## src/rtl/traffic_pkg.sv

```systemverilog
// Shared types for the demand-driven traffic light:
// controller states and one-hot lamp encodings.
package traffic_pkg;

  typedef enum logic [1:0] {
    RED,
    GREEN,
    YELLOW,
    EMERG
  } state_t;

  localparam logic [2:0] LIGHT_RED    = 3'b100;
  localparam logic [2:0] LIGHT_YELLOW = 3'b010;
  localparam logic [2:0] LIGHT_GREEN  = 3'b001;

  function automatic logic [2:0] state_lights(
    input state_t s
  );
    logic [2:0] l;
    l = LIGHT_RED;
    case (s)
      GREEN:   l = LIGHT_GREEN;
      YELLOW:  l = LIGHT_YELLOW;
      default: l = LIGHT_RED;
    endcase
    return l;
  endfunction

endpackage

```

## src/rtl/queue_counter.sv

```systemverilog
// 4-bit saturating up/down counter of vehicles
// waiting at the stop line.
module queue_counter (
  input  logic       clk,
  input  logic       rst_n,
  input  logic       inc_i,
  input  logic       dec_i,
  output logic [3:0] count_o
);

  logic [3:0] count_q;
  logic [3:0] count_d;

  always_comb begin
    count_d = count_q;
    if (inc_i && !dec_i && count_q != 4'hF)
      count_d = count_q + 4'd1;
    else if (dec_i && !inc_i && count_q != 4'h0)
      count_d = count_q - 4'd1;
  end

  always_ff @(posedge clk or negedge rst_n) begin
    if (!rst_n) count_q <= 4'h0;
    else        count_q <= count_d;
  end

  assign count_o = count_q;

endmodule

```

## src/rtl/smart_traffic_light.sv

```systemverilog
// Single-approach traffic light: RED/GREEN/YELLOW
// sequencing on demand, with emergency preemption.
module smart_traffic_light
  import traffic_pkg::*;
#(
  parameter int RED_CYCLES    = 4,
  parameter int GREEN_CYCLES  = 6,
  parameter int YELLOW_CYCLES = 2,
  parameter int TIMER_W       = 8
) (
  input  logic       clk,
  input  logic       rst,
  input  logic       car_detected,
  input  logic       emergency,
  output logic [2:0] lights,
  output logic [3:0] queue_count
);

  localparam logic [TIMER_W-1:0] RED_T =
    TIMER_W'(RED_CYCLES - 1);
  localparam logic [TIMER_W-1:0] GRN_T =
    TIMER_W'(GREEN_CYCLES - 1);
  localparam logic [TIMER_W-1:0] YEL_T =
    TIMER_W'(YELLOW_CYCLES - 1);

  state_t             state_q;
  state_t             state_d;
  logic [TIMER_W-1:0] timer_q;
  logic [TIMER_W-1:0] timer_d;
  logic [2:0]         lights_q;
  logic               demand;
  logic               depart;

  assign demand = (queue_count != 4'h0)
                | car_detected;
  assign depart = (state_q == GREEN)
                & (queue_count != 4'h0);

  // Emergency wins over every timed transition.
  always_comb begin
    state_d = state_q;
    if (emergency) begin
      state_d = EMERG;
    end else begin
      case (state_q)
        RED:
          if (timer_q >= RED_T && demand)
            state_d = GREEN;
        GREEN:
          if (timer_q == GRN_T)
            state_d = YELLOW;
        YELLOW:
          if (timer_q == YEL_T)
            state_d = RED;
        EMERG:
          state_d = RED;
        default:
          state_d = RED;
      endcase
    end
  end

  always_comb begin
    timer_d = timer_q;
    if (state_d != state_q)
      timer_d = '0;
    else if (timer_q != '1)
      timer_d = timer_q + 1'b1;
  end

  always_ff @(posedge clk or negedge rst) begin
    if (!rst) begin
      state_q  <= RED;
      timer_q  <= '0;
      lights_q <= LIGHT_RED;
    end else begin
      state_q  <= state_d;
      timer_q  <= timer_d;
      lights_q <= state_lights(state_d);
    end
  end

  assign lights = lights_q;

  queue_counter u_queue (
    .clk     (clk),
    .rst_n   (rst),
    .inc_i   (car_detected),
    .dec_i   (depart),
    .count_o (queue_count)
  );

endmodule

```

## config.mk

```make
export PLATFORM = sky130hd
export DESIGN_NAME = smart_traffic_light
export DESIGN_NICKNAME = d
export VERILOG_FILES = /design/src/rtl/traffic_pkg.sv /design/src/rtl/queue_counter.sv /design/src/rtl/smart_traffic_light.sv
export SDC_FILE = /design/constraint.sdc
export NUM_CORES = 1
export LEC_CHECK = 0
export BUFFER_PORTS_ARGS = -buffer_cell sky130_fd_sc_hd__buf_2
export CAP_MARGIN = 10
export CORE_UTILIZATION = 44
export CTS_CLUSTER_DIAMETER = 80
export DETAILED_ROUTE_END_ITERATION = 6
export PLACE_DENSITY = 0.73
export SYNTH_ARGS = -nofsm -noshare
export SYNTH_HDL_FRONTEND = slang
export SYNTH_SLANG_ARGS = --single-unit
```

## constraint.sdc

```tcl
create_clock -name clk -period 2.35 [get_ports clk]
set_input_delay 0.47 -clock clk [delete_from_list [all_inputs] [get_ports clk]]
set_output_delay 0.47 -clock clk [all_outputs]
set_load 0.005 [all_outputs]
```

# Word level (Yosys, flattened, before mapping)

Cells that the tools add are included.
Widths: inputs -> output; s select.

Flip-flop bits (word level): 17
Output and inout port bits: 7
Logic and storage cells: 41

$add $sub $neg: 3
Order comparisons: 1
Equal/unequal tests: 10
Multiplexer cells: 10
Bitwise operators: 2
Reduce and logical (&&, ||, !) cells: 11

Operators by type and width:

| kind                | count |
|---|---|
| $mux 8              | 2 |
| $add 8x1->8 const B | 1 |
| $eq 8x1->1 const B  | 1 |
| $eq 8x3->1 const B  | 1 |
| $ge 8x2->1 const B  | 1 |
| $mux 2              | 4 |
| $mux 4              | 2 |
| $ne 8x8->1 const B  | 1 |
| $pmux 2 s4          | 1 |
| $eq 2x2->1 const B  | 3 |
| $pmux 3 s2          | 1 |
| $logic_and 1x1->1   | 5 |
| $add 4x1->4 const B | 1 |
| $eq 2x1->1 const B  | 2 |
| $ne 4x4->1 const B  | 1 |
| $reduce_bool 2->1   | 2 |
| $reduce_bool 4->1   | 1 |
| $sub 4x1->4 const B | 1 |
| $logic_not 1->1     | 2 |
| $logic_not 2->1     | 1 |
| $ne 2x2->1          | 1 |
| $and 1x1->1         | 1 |
| $or 1x1->1          | 1 |

# Depth between registers and ports, before layout

Gate-level depths: netlist of run 1.

Depth in word-level cells: 8
Gate-level depth with buffers: 9

# Modules after synthesis

A second synthesis of run 1 with hierarchy kept.

Cell total of the unflattened synthesis: 98
Area total of the unflattened synthesis: 1047.3 um^2

Modules (own cells, without submodules):

| module              | times used | cells an instance | area an instance (um^2) |
|---|---|---|---|
| smart_traffic_light | 1          | 78                | 790.8 |
| queue_counter       | 1          | 20                | 256.5 |

# Worst setup path before layout of run 1

Ideal clock, no wire load.

Kind: reg-to-reg
Start: reg u_queue.count_q[1], in the netlist u_queue.count_o[1]
End: reg u_queue.count_q[1], in the netlist u_queue.count_o[1]
Library setup time: 0.143 ns
Arrival: 2.028 ns
Slack: 0.180 ns
Cell stages (with the launch flop): 7
Period minus slack after synthesis: 2.170 ns
Cell sequence: dfrtp_1 > or4_4 > o21ai_2 > nand2_1 > fa_1 > a221oi_1 > a31oi_1

Word-level cells in the longest chain between the ends: 6
Elaborated cells between the ends (all ways): 13
Those cells by class: 2 x add/sub; 1 x eq/ne; 2 x mux; 1 x bitwise; 7 x reduce/logical

RTL lines:

| what                                                                | RTL line            | text |
|---|---|---|
| start, declared                                                     | queue_counter.sv:11 | `logic [3:0] count_q;` |
| start signal, assigned                                              | queue_counter.sv:24 | `else count_q <= count_d;` |
| parallel branches: the longest is 5 deep, another holds $sub 4x1->4 | -                   |  |
| $mux 4 *                                                            | queue_counter.sv:16 | `if (inc_i && !dec_i && count_q != 4'hF)` |
| via u_queue.count_d[1]                                              | queue_counter.sv:12 | `logic [3:0] count_d;` |

Mark *: on every way through the listed nets, which the timed path passes. The select of a mux whose other input is x is not followed.
A chain may end at the register's enable or synchronous reset.

# Final worst setup path of run 1

Same ends and word-level chain as after synthesis.

==> metrics, run 1 <==
setup TNS 0 ns; Syn Nets 135; area share of the largest cell type after synthesis 33.5%; gr ovfl total 0; final std cells w/o fill 164; Max Transition Viols Final 0; global-route wire length before repair 4.17 mm; CP peak stage delay 0.59 ns; R2R depth 6; vias per cell 6.14; clk sinks 17; total routing usage reported by global routing 20.3%; Worst-Skew Late Latency 0.30 ns; sequential area share after synthesis 35.7%; Die Area 2930 sq um; distinct cell type count after synthesis 50; worst flop-to-flop path startpoint u_queue.count_o[1]; Syn Std Cell Area 1190 sq um; core region area 2520 sq um; IO buf count 10; # IOs 11; Post-DP HPWL 1.76 mm; DRC 0; DRT Pass-1 Iters 4; Seq. cell area 427 sq um; Hold Crit Class input port to async pin; H-tree depth 1; Synth Register Bits 17; RSZ-0062 raised after global routing no; Slew headroom 61.8%; worst slew pin tran 0.566 ns; vias in the first global route 917; First DRT Iteration DRCs 26; CTS tree built; Crit Path Max Fanout 3; Peak VDD IR 0.000745 V; Tmin final 2.21 ns; commonest cells in the netlist 16 x dfrtp_1, 9 x nand2_1, 9 x nand3_1, 9 x nor2_1; CP max-delay cell or4_4; Max Buffers Root-to-Sink 2; Critical R2R Capture u_queue.count_o[1]; root buf cell clkbuf_4; area of the multi-input gates 722 sq um; ant diodes 0; ys flop type dfrtp_1; crit start category flip-flop; count leader, synth dfrtp_1; crit path capture type flip-flop; chip height 54.1 um; cts bufs inserted 3; Final ANT Viol Nets 0; Rows 18; clock slew at reported path FFs 0.10 ns; Avg Cell Area, Syn 9.64 sq um; WS Path Type flip-flop to flip-flop; # nets final 146; Initial Util 47.4%; status completed; Post-synth EDFFs 0; Power Density 1010 nW/um^2; share of cells above drive strength 1 24.6%; vias 1007; clock skew 0.000848 ns; Power Total 1.31 mW; largest net degree at the start of global routing 18; Cell Chain, Critical Path or4_4 -> o21ai_2 -> nand2_1 -> fa_1 -> a221oi_1 -> a31oi_1; maximum clock frequency 452 MHz; fillers 241; synthesis-to-layout area growth 8.59%; r2r setup slk 0.14 ns; post-synthesis async set-or-reset flop share 100%; CP arrival 2.39 ns; Req. time, crit path 2.53 ns; final hold violations 0; Yosys warning count 0; Synth area leaders dfrtp_1 34%, ha_1 6.3%, nand3_1 3.8%; Tcrit/Tclk final 94.0%; GPL Wtd Cong 0.830; Resized Gates After CTS 0; Core Util, Final 51.4%; wire per inst 14.8 um; Routed WL 2.43 mm; setup violators final 0; max-capacitance violation count 0; leakage 0.534 nW; Placed Cells 160; CTS Hold Bufs 0; Die Wd 54.1 um; Setup Fix Bufs, Post-CTS 0; Cells after Synth 124; antenna violations before repair 0; post-synth top area cell dfrtp_1
-- where the power goes --
part / switching (mW) / total (mW) / leakage [nW] / internal [mW]
clock: 0.102 / 0.166 / 0.0177 / 0.0636
combinational: 0.381 / 0.697 / 0.302 / 0.316
sequential: 0.0720 / 0.443 / 0.214 / 0.371
-- per-stage QoR --
step	cell area [sq um]	setup slack, ns	hold slack [ns]
floorplan	1190	0.180	0.174
CTS	1300	0.137	0.0773
finish	1300	0.140	0.0720
detailed placement	1270	0.166	0.416
global route	1300	0.0318	0.0905
global placement	1270	0.274	0.408
-- metal layers --
layer  part of all wire, %  global-route usage (%)  up-vias
met4                   1.3                    6.41        0
li1                      -                       -      491
met3                   4.8                    5.93        4
met2                    51                    37.7       28
met5                     0                       0        -
met1                    43                    21.9      484
-- sequential cells by signal (all words and copies together), names as in the netlist --
register and flops:
u_queue.count_o 4, lights 3, state_q 2, timer_q 8
-- worst max-delay path: cells and delay by family, from the launching register on --
| kind | cells | cell delay, ns |
|---|---|---|
| adders and majority gates | 1 | 0.49 |
| DFF | 1 | 0.40 |
| and+or+nand+nor | 2 | 0.72 |
| AOI/OAI and AO/OA | 3 | 0.49 |
-- worst max-delay path by stage --
| stage | start | end | slack [ns] | cells after the start |
|---|---|---|---|---|
| after detailed placement | u_queue.count_o[1] | u_queue.count_o[1] | 0.17 | 6 |
| after CTS | u_queue.count_o[1] | u_queue.count_o[1] | 0.14 | 6 |
| after floorplan | u_queue.count_o[1] | u_queue.count_o[1] | 0.18 | 6 |
| after global routing | u_queue.count_o[1] | u_queue.count_o[1] | 0.03 | 6 |
| after global placement | u_queue.count_o[1] | u_queue.count_o[1] | 0.27 | 6 |
| final | u_queue.count_o[1] | u_queue.count_o[1] | 0.14 | 6 |
-- final cells by class --
class / count / area share, %
Multi-Input combinational cell: 98 / 55.6
Sequential cell: 17 / 32.9
Timing Repair Buffer: 14 / 6.17
Tap cell: 30 / 2.89
Clock buffer: 3 / 1.74
Clock inverter: 1 / 0.386
Inverter: 1 / 0.289
-- placed cells by master, fill, tap and decap left out, types with 2 or more instances in the layout --
| cell type | synthesis | layout |
|---|---|---|
| ha_1 | 6 | 6 |
| nor2b_1 | 4 | 4 |
| a211oi_2 | 3 | 3 |
| or4_4 | 2 | 2 |
| nor3_1 | 4 | 4 |
| a21oi_1 | 2 | 2 |
| dfrtp_1 | 16 | 16 |
| o31ai_1 | 2 | 2 |
| nor2_1 | 9 | 9 |
| nor4_1 | 3 | 3 |
| a221oi_1 | 3 | 3 |
| o21ai_0 | 6 | 6 |
| nand2_1 | 9 | 9 |
| o21bai_1 | 2 | 2 |
| and3_1 | 3 | 3 |
| buf_4 | 0 | 4 |
| buf_2 | 3 | 10 |
| clkbuf_4 | 0 | 3 |
| xor2_1 | 2 | 2 |
| nand3_1 | 9 | 9 |
| a31oi_1 | 3 | 3 |
-- cell families after synthesis --
kind of cell	Yosys count	synth area share (%)
xor+xnor	3	2.20
mux	1	0.942
flops	17	35.7
fa+ha+maj	7	7.96
buf+inv	9	3.87
simple gates	53	24.7
compound gates	34	24.6
Note: power is estimated with default switching activity, not from simulation.
==> inputs of run 2 (changes only) <==
Settings changed: CORE_MARGIN set to 4.
==> run 2 against run 1 <==
Effect of this change: combinational power is 2.9% lower; wire length is 2.4% lower; clock power is 2% lower; register-to-register slack better by 0.06 ns; global-route usage is 5.6 points lower; critical path type unchanged; sequential power hardly changed; sequential cell count stayed put; critical endpoint unchanged; worst setup slack better by 0.063 ns.
==> metrics, run 2 (synthesis results as in run 1) <==
Crit Path Max Fanout 3 (unchanged); Hold Worst Slack 0.0828 ns (+0.0107 ns); status completed; WS Path Type flip-flop to flip-flop; IO buf count 10 (unchanged); leakage 0.534 nW (unchanged); Tcrit/Tclk final 91.3% (-2.7 points); max reg flops 8 (unchanged); Crit path max-delay family simple AND/OR/NAND/NOR gates; max-capacitance violation count 0 (unchanged); Cell Chain, Critical Path or4_4 -> o21ai_2 -> nand2_1 -> fa_1 -> a221oi_1 -> a31oi_1; Critical R2R Capture u_queue.count_o[1]; DP Area 1270 sq um (unchanged); Hold Crit Class input port to async pin; worst slew pin tran 0.563 ns (-0.00367 ns); Max Buffers Root-to-Sink 2 (unchanged); synthesis-to-layout area growth 8.59% (unchanged); # IOs 11 (unchanged); ant diodes 0 (unchanged); Resized Gates After CTS 0 (unchanged); crit start category flip-flop; Setup Fix Bufs, Post-CTS 0 (unchanged); Slew headroom 62.0% (+0.25 points); setup TNS 0 ns (unchanged); clock skew 0.00599 ns (+0.00515 ns); vias per cell 6.19 (+0.79%); clock slew at reported path FFs 0.11 ns (about the same); DRC 0 (unchanged); vias in the first global route 932 (+1.6%); DRT Pass-1 Iters 4 (unchanged); Peak VDD IR 0.000736 V (-1.2%); Tmin final 2.15 ns (-0.0634 ns); Worst-Skew Late Latency 0.30 ns (about the same); Top reg by flops timer_q; core region area 2520 sq um (unchanged); GPL Wtd Cong 0.867 (+4.4%); Initial Util 47.4% (unchanged); Post-DP HPWL 1.74 mm (-1.2%); RSZ-0062 raised after global routing no; leading cell type in the layout, fill and taps excluded dfrtp_1; clk sinks 17 (unchanged); CP max-delay cell or4_4; Max Transition Viols Final 0 (unchanged); R2R depth 6 (unchanged); cts bufs inserted 3 (unchanged); Power Density 987 nW/um^2 (-1.9%); CTS tree built; total routing usage reported by global routing 14.8% (-5.6 points); maximum clock frequency 466 MHz (+3.0%); Req. time, crit path 2.52 ns (about the same); CTS Hold Bufs 0 (unchanged); crit path capture type flip-flop; Rows 18 (unchanged); H-tree depth 1 (unchanged); Routed WL 2.37 mm (-2.4%); fillers 237 (-1.7%); CP Buf/Inv Count 0 (unchanged); worst flop-to-flop path startpoint u_queue.count_o[1]; Final ANT Viol Nets 0 (unchanged); Die Wd 60.1 um (+11%); most frequent cells in the layout 16 x dfrtp_1, 10 x buf_2, 9 x nand2_1, 9 x nand3_1, 9 x nor2_1; # nets final 146 (unchanged); largest net degree at the start of global routing 18 (unchanged); r2r setup slk 0.20 ns (+0.06 ns); gr ovfl total 0 (unchanged); chip height 60.1 um (+11%); post-route cell area 1300 sq um (unchanged); vias 1015 (+0.79%); antenna violations before repair 0 (unchanged); global-route wire length before repair 4.07 mm (-2.3%); share of cells above drive strength 1 24.6% (unchanged); wire per inst 14.4 um (-2.4%); setup violators final 0 (unchanged); First DRT Iteration DRCs 83 (+220%); root buf cell clkbuf_4; CP arrival 2.32 ns (-0.07 ns); Die Area 3610 sq um (+23%); final hold violations 0 (unchanged); CP peak stage delay 0.58 ns (about the same)
## run 2: cell counts in the layout (fill, tap and decap cells not counted)
Identical to the previous run, type by type.
## run 2: where the power goes
group / total (mW) / internal (mW) / leakage (nW) / switching [mW]
Clock: 0.162 / 0.0634 / 0.0177 / 0.0988
Sequential: 0.441 / 0.371 / 0.214 / 0.0702
Combinational: 0.677 / 0.311 / 0.302 / 0.367
Total: 1.28 / 0.745 / 0.534 / 0.536
## run 2: per-layer routing
| layer | up-vias | track usage [%] | wire length [um] |
|---|---|---|---|
| met2 | 24 | 26.4 | 1220 |
| li1 | 492 | - | - |
| met5 | - | 0 | 0 |
| met3 | 0 | 4.75 | 120 |
| met1 | 499 | 16.9 | 1030 |
| met4 | 0 | 3.48 | 0 |
## run 2: worst max-delay path by stage
stage | start | depth (start not counted) | to
after global placement | u_queue.count_o[1] | 6 | u_queue.count_o[1]
after detailed placement | u_queue.count_o[1] | 6 | u_queue.count_o[1]
final | u_queue.count_o[1] | 6 | u_queue.count_o[1]
after floorplan | u_queue.count_o[1] | 6 | u_queue.count_o[1]
after global routing | u_queue.count_o[1] | 6 | u_queue.count_o[1]
after CTS | u_queue.count_o[1] | 6 | u_queue.count_o[1]
## run 2: per-stage QoR
step                cells  power [mW]  util (%)  setup slack, ns
global placement      160        1.10      50.3            0.275
finish                164        1.28      51.4            0.203
CTS                   164        1.30      51.4            0.201
detailed placement    160        1.13      50.3            0.220
global route          164        1.40      51.4           0.0304
floorplan             124       0.923         -            0.180
## run 2: layout make-up
| class | instances | area, sq um | share of cell area [%] |
|---|---|---|---|
| clock buffers | 3 | 22.5 | 1.74 |
| well taps | 30 | 37.5 | 2.89 |
| repair buffers | 14 | 80.1 | 6.17 |
| flip-flops and latches | 17 | 427 | 32.9 |
| clock inverters | 1 | 5.00 | 0.386 |
| inverters | 1 | 3.75 | 0.289 |
| multi-input cells | 98 | 722 | 55.6 |
